File: src/rtl/pipeline_ctrl_pkg.sv
// Shared encodings for the pipeline controller: FSM states, stage-enable
// and flush bit positions, and the default performance-counter width.
package pipeline_ctrl_pkg;

    localparam int CNT_W_DEF = 32;

    // Encoding 2'd3 is intentionally unused; the FSM recovers from it to IDLE.
    typedef enum logic [1:0] {
        ST_IDLE     = 2'd0,
        ST_RUN      = 2'd1,
        ST_MEM_WAIT = 2'd2
    } state_e;

    localparam int SE_PC     = 0;
    localparam int SE_IF_ID  = 1;
    localparam int SE_ID_EX  = 2;
    localparam int SE_EX_MEM = 3;
    localparam int SE_MEM_WB = 4;

    localparam int FL_IF_ID  = 0;
    localparam int FL_ID_EX  = 1;
    localparam int FL_EX_MEM = 2;

    localparam logic [4:0] STAGE_NONE = 5'b00000;
    localparam logic [4:0] STAGE_ALL  = 5'b11111;
    localparam logic [2:0] FLUSH_NONE = 3'b000;
    localparam logic [2:0] FLUSH_ALL  = 3'b111;

endpackage

File: src/rtl/pipeline_ctrl_hazard_detect.sv
// Load-use hazard detector: the EX-stage load writes a register that the
// ID-stage instruction reads. Register 0 never creates a hazard.
module hazard_detect (
    input  logic [4:0] id_rs1_i,
    input  logic [4:0] id_rs2_i,
    input  logic       id_use_rs1_i,
    input  logic       id_use_rs2_i,
    input  logic [4:0] ex_rd_i,
    input  logic       ex_is_load_i,
    output logic       hz_o
);

    logic rs1_match;
    logic rs2_match;

    assign rs1_match = id_use_rs1_i && (id_rs1_i == ex_rd_i);
    assign rs2_match = id_use_rs2_i && (id_rs2_i == ex_rd_i);
    assign hz_o      = ex_is_load_i && (ex_rd_i != 5'd0) && (rs1_match || rs2_match);

endmodule

File: src/rtl/pipeline_ctrl.sv
// Pipeline controller: Mealy FSM producing stage load enables and bubble
// flushes, plus saturating stall and taken-branch flush counters.
module pipeline_ctrl
    import pipeline_ctrl_pkg::*;
#(
    parameter int CNT_W = CNT_W_DEF
) (
    input  logic             clk,
    input  logic             rst_in,
    input  logic             rdy_in,
    input  logic [4:0]       id_rs1,
    input  logic [4:0]       id_rs2,
    input  logic             id_use_rs1,
    input  logic             id_use_rs2,
    input  logic [4:0]       ex_rd,
    input  logic             ex_is_load,
    input  logic             mem_branch_taken,
    input  logic             mem_req,
    input  logic             mem_done,
    output logic [4:0]       stage_en,
    output logic [2:0]       flush,
    output logic [1:0]       ctrl_state,
    output logic [CNT_W-1:0] stall_cnt,
    output logic [CNT_W-1:0] flush_cnt
);

    state_e           state_q;
    state_e           state_d;
    logic [CNT_W-1:0] stall_cnt_q;
    logic [CNT_W-1:0] flush_cnt_q;

    logic             hz;
    logic             stall_inc;
    logic             flush_inc;

    logic [4:0]       run_se;
    logic [2:0]       run_fl;
    logic             run_stall;
    logic             run_flush;

    hazard_detect u_hazard_detect (
        .id_rs1_i     (id_rs1),
        .id_rs2_i     (id_rs2),
        .id_use_rs1_i (id_use_rs1),
        .id_use_rs2_i (id_use_rs2),
        .ex_rd_i      (ex_rd),
        .ex_is_load_i (ex_is_load),
        .hz_o         (hz)
    );

    // Rules shared by RUN (when memory is not blocking) and the MEM_WAIT exit
    // cycle; a taken branch squashes the hazard because the ID instruction dies.
    always_comb begin
        run_se    = STAGE_ALL;
        run_fl    = FLUSH_NONE;
        run_stall = 1'b0;
        run_flush = 1'b0;
        if (mem_branch_taken) begin
            run_fl    = FLUSH_ALL;
            run_flush = 1'b1;
        end else if (hz) begin
            run_se[SE_PC]    = 1'b0;
            run_se[SE_IF_ID] = 1'b0;
            run_fl[FL_ID_EX] = 1'b1;
            run_stall        = 1'b1;
        end
    end

    always_comb begin
        state_d   = state_q;
        stage_en  = STAGE_NONE;
        flush     = FLUSH_NONE;
        stall_inc = 1'b0;
        flush_inc = 1'b0;
        if (rdy_in) begin
            case (state_q)
                ST_IDLE: begin
                    flush   = FLUSH_ALL;
                    state_d = ST_RUN;
                end
                ST_RUN: begin
                    if (mem_req && !mem_done) begin
                        stall_inc = 1'b1;
                        state_d   = ST_MEM_WAIT;
                    end else begin
                        stage_en  = run_se;
                        flush     = run_fl;
                        stall_inc = run_stall;
                        flush_inc = run_flush;
                    end
                end
                ST_MEM_WAIT: begin
                    if (!mem_done) begin
                        stall_inc = 1'b1;
                    end else begin
                        stage_en  = run_se;
                        flush     = run_fl;
                        stall_inc = run_stall;
                        flush_inc = run_flush;
                        state_d   = ST_RUN;
                    end
                end
                default: state_d = ST_IDLE;
            endcase
        end
    end

    always_ff @(posedge clk or posedge rst_in) begin
        if (rst_in) begin
            state_q     <= ST_IDLE;
            stall_cnt_q <= '0;
            flush_cnt_q <= '0;
        end else begin
            state_q <= state_d;
            if (stall_inc && !(&stall_cnt_q)) begin
                stall_cnt_q <= stall_cnt_q + CNT_W'(1);
            end
            if (flush_inc && !(&flush_cnt_q)) begin
                flush_cnt_q <= flush_cnt_q + CNT_W'(1);
            end
        end
    end

    assign ctrl_state = state_q;
    assign stall_cnt  = stall_cnt_q;
    assign flush_cnt  = flush_cnt_q;

endmodule

File: config.mk
export PLATFORM = sky130hd
export DESIGN_NAME = pipeline_ctrl
export DESIGN_NICKNAME = d
export VERILOG_FILES = /design/src/rtl/pipeline_ctrl_pkg.sv /design/src/rtl/pipeline_ctrl_hazard_detect.sv /design/src/rtl/pipeline_ctrl.sv
export SDC_FILE = /design/constraint.sdc
export NUM_CORES = 1
export LEC_CHECK = 0
export ABC_AREA = 1
export BUFFER_PORTS_ARGS = -buffer_cell sky130_fd_sc_hd__buf_2
export CAP_MARGIN = 20
export CORE_AREA = 2 2 103 105
export CTS_CLUSTER_DIAMETER = 40
export DETAILED_ROUTE_END_ITERATION = 10
export DIE_AREA = 0 0 105 107
export GPL_ROUTABILITY_DRIVEN = 0
export PLACE_DENSITY = 0.78
export SKIP_CTS_REPAIR_TIMING = 1
export SYNTH_ARGS = -nofsm -noshare
export SYNTH_HDL_FRONTEND = slang
export SYNTH_SLANG_ARGS = --single-unit
File: constraint.sdc
create_clock -name clk -period 1.9 [get_ports clk]
set_input_delay 0.095 -clock clk [delete_from_list [all_inputs] [get_ports clk]]
set_output_delay 0.095 -clock clk [all_outputs]
set_load 0.05 [all_outputs]
==> results.txt <==
----------------------------------------------------
[Detailed routing]
  Routed length per instance ... 13.4 um
  Routed WL ... 11.6 mm
  Drt first pass iters ... 6
  Vias after detailed routing ... 4463
  Vias per cell ... 5.17
  Total DRC errors in the routed layout ... 0
  Number of nets still failing antenna checks after routing ... 0
  1st-iter DRT viols ... 196

[Timing]
  Unrepaired setup endpoints after global routing ... true
  Minimum clock period ... 1.92 ns
  Final setup violation count ... 1
  Worst-case hold slack ... 0.325 ns
  Least setup slack across all paths after layout ... -0.0186 ns
  Max Fclk ... 521 MHz
  Hold violation count in the final report ... 0
  Sum Neg Setup Slack ... -0.0186 ns
  Clock skew ... 0.0117 ns
  Transition at the pin with the smallest max-transition slack ... 0.488 ns
  Remaining max-slew budget at the tightest pin ... 67.3%
  Max Slew Vio Count ... 0
  Fin crit share ... 101%

[Yosys]
  Post-Synthesis Mean Instance Area ... 7.28 um2
  Adder-cell share of the synthesized area ... 1.77%
  Post-synth EDFFs ... 0
  Area of the mapped netlist ... 4250 um2
  Flop and latch count out of synthesis ... 66
  Post-synthesis share of cell area spent on and, or, nand and nor gates ... 39.4%
  Main combinational cell family by area after synthesis ... simple AND/OR/NAND/NOR gates
  Proportion of synthesized chip area in sequential cells ... 38.9%
  Fraction of synthesized area in multiplexers ... 0%
  Ys async rst share ... 100%
  Syn_nets ... 613
  Synth Area in XOR/XNOR ... 8.87%
  Synth Area in Compound Gates ... 1.03%
  Synthesized instance count ... 583
  Predominant post-synthesis flop cell ... sky130_fd_sc_hd__dfrtp_1
  Distinct cells, synth ... 34
  Yosys Warn Count ... 0

[Job]
  Max-cap violation count ... 0

[Worst setup path]
  Critical path fanouts, max ... 3
  Worst EP required ... 1.80 ns
  CP Capture Type ... primary output
  Cell at the slowest stage of the critical path ... sky130_fd_sc_hd__dfrtp_2
  Worst r2r path cells ... 11
  Critical Path Source Type ... flop
  Setup Crit Path Kind ... flop to primary output
  Worst R2R Start ... ctrl_state[1]$_DFFE_PP0P_
  Cell-by-cell listing of the critical path ... inv_4 > ha_4 > nand2_4 > nand2_4 > inv_4 > o21bai_4 > nand3_4 > o41ai_2 > buf_4
  FF-to-FF setup slack ... 0.02 ns
  CP max stage delay ... 0.45 ns
  Arrival @ worst endpoint ... 1.82 ns
  Worst reg2reg path endpoint ... flush_cnt[25]$_DFFE_PP0P_

[Status]
  Violations in the final reports ... negative setup slack
  Outcome ... finished with violations

[GRT]
  Total routing usage reported by global routing ... 19.4%
  Number of global-route vias before repair ... 4098
  Global-route wire length before repair ... 18.0 mm
  Leftover overflow at the end of global routing ... 0
  Maximum number of pins on one net before global-route repair ... 67
  Number of antenna violations at the first check in global routing ... 0

[Clock tree]
  Root cell of the clock tree ... sky130_fd_sc_hd__clkbuf_8
  Clock Path Buffers ... 2
  Clock transition at path regs ... 0.07 ns
  Deepest level of the CTS H-tree ... 3
  Number of sinks driven by the clock tree ... 66
  Skew-Pair Late Insertion Delay ... 0.35 ns
  Total clock buffers created by CTS ... 9
  Clock tree from TritonCTS ... done

[Floorplan]
  Vertical extent of the die ... 107 um
  Core Rows ... 37
  Chip Width ... 105 um
  Num ports ... 98
  Area of the core ... 10100 um2
  Area enclosed by the die boundary ... 11200 um2
  Initial standard-cell utilization of the core ... 42.1%

[Pwr]
  Worst supply voltage drop on vdd ... 0.000677 V
  Total power ... 4.71 mW
  Pwr Density ... 822 nW/um2
  LEAKAGE ... 3.07 nW

[Cells and area]
  Layout cells sized above 1 ... 32.7%
  Total of fill cells in the finished design ... 911
  Post-Layout Cell Count ... 864
  Layout Area Growth over Synthesis ... 35.1%
  Leading cell type in the layout, fill and taps excluded ... sky130_fd_sc_hd__nand2_1
  Final Net Count ... 753
  Post-layout util ... 56.8%
  Antenna diode count ... 0
  Final design instance area without fill ... 5740 um2
  Top library cells by usage in the layout, fill and taps aside ... sky130_fd_sc_hd__nand2_1 (173), sky130_fd_sc_hd__buf_2 (89), sky130_fd_sc_hd__inv_1 (70)

[Place]
  Number of I/O port buffers ... 97
  Dpl ws ... -0.115 ns
  Placed inst area ... 5140 um2
  DP HPWL ... 8.04 mm
  Placed insts ... 833

[Min path]
  Hold depth ... 7
  HP Class ... input port to flop
  Endpoint of the worst hold-timing path ... ctrl_state[1]$_DFFE_PP0P_
  Launch instance of the worst min-delay path ... mem_done

----------------------------------------------------
final cells by class:
class | instances | area (um2) | area share, %
Multi-Input combinational cell | 418 | 2420 | 42.3
Clock buffer | 12 | 145 | 2.53
Timing Repair Buffer | 145 | 938 | 16.4
Inverter | 83 | 333 | 5.80
Clock inverter | 4 | 51.3 | 0.894
Sequential cell | 66 | 1670 | 29.2
Tap cell | 136 | 170 | 2.97
state kept, by name (all words and copies together) (netlist names):
name	count
stall_cnt	32
flush_cnt	32
ctrl_state	2
critical path, delay by kind of cell, from the launching register on:
kind	cells	cell delay, ns
flip-flops	1	0.45
AND/OR/NAND/NOR	3	0.27
adder cells (fa/ha/maj)	1	0.15
buffers and inverters	3	0.40
AO/OA/AOI/OAI	2	0.21
cell usage after synthesis (all sizes together) (3+ instances only):
library cell | number | area, um2
nand2 | 183 | 699
inv | 82 | 308
dfrtp | 66 | 1650
nand3 | 54 | 300
nor2 | 50 | 193
nand4 | 45 | 288
xor2 | 29 | 254
nor3 | 23 | 153
buf | 14 | 103
xnor2 | 14 | 123
ha | 6 | 75.1
nor4 | 4 | 25.0
clkbuf | 3 | 11.3
o21ai | 3 | 15.0
worst max path at each step:
stage / from / endpoint / slack [ns] / depth (start not counted)
2_1_floorplan: ctrl_state[0]$_DFFE_PP0P_ / stage_en[1] / -0.28 / 9
5_1_grt: ctrl_state[1]$_DFFE_PP0P_ / flush[1] / -0.08 / 7
6_report: ctrl_state[1]$_DFFE_PP0P_ / flush[1] / -0.02 / 9
3_3_place_gp: ctrl_state[1]$_DFFE_PP0P_ / flush_cnt[30]$_DFFE_PP0P_ / 0.01 / 13
4_1_cts: ctrl_state[1]$_DFFE_PP0P_ / flush[1] / -0.19 / 9
3_5_place_dp: ctrl_state[1]$_DFFE_PP0P_ / flush_cnt[30]$_DFFE_PP0P_ / -0.12 / 13
report_power, final:
part	internal (mW)	switching, mW
clock	0.643	0.557
combinational	0.648	1.27
sequential	1.49	0.100
cell families after synthesis:
group | count (synthesis)
compound gates | 7
xor+xnor | 43
fa+ha+maj | 6
buf+inv | 100
flops | 66
simple gates | 361
layer usage:
metal	track usage, %	share of wire, %
met5	0	0
met4	6.19	2.6
met3	4.26	6.1
met2	35.0	51
met1	22.9	40
(Power assumes the default switching activity.)
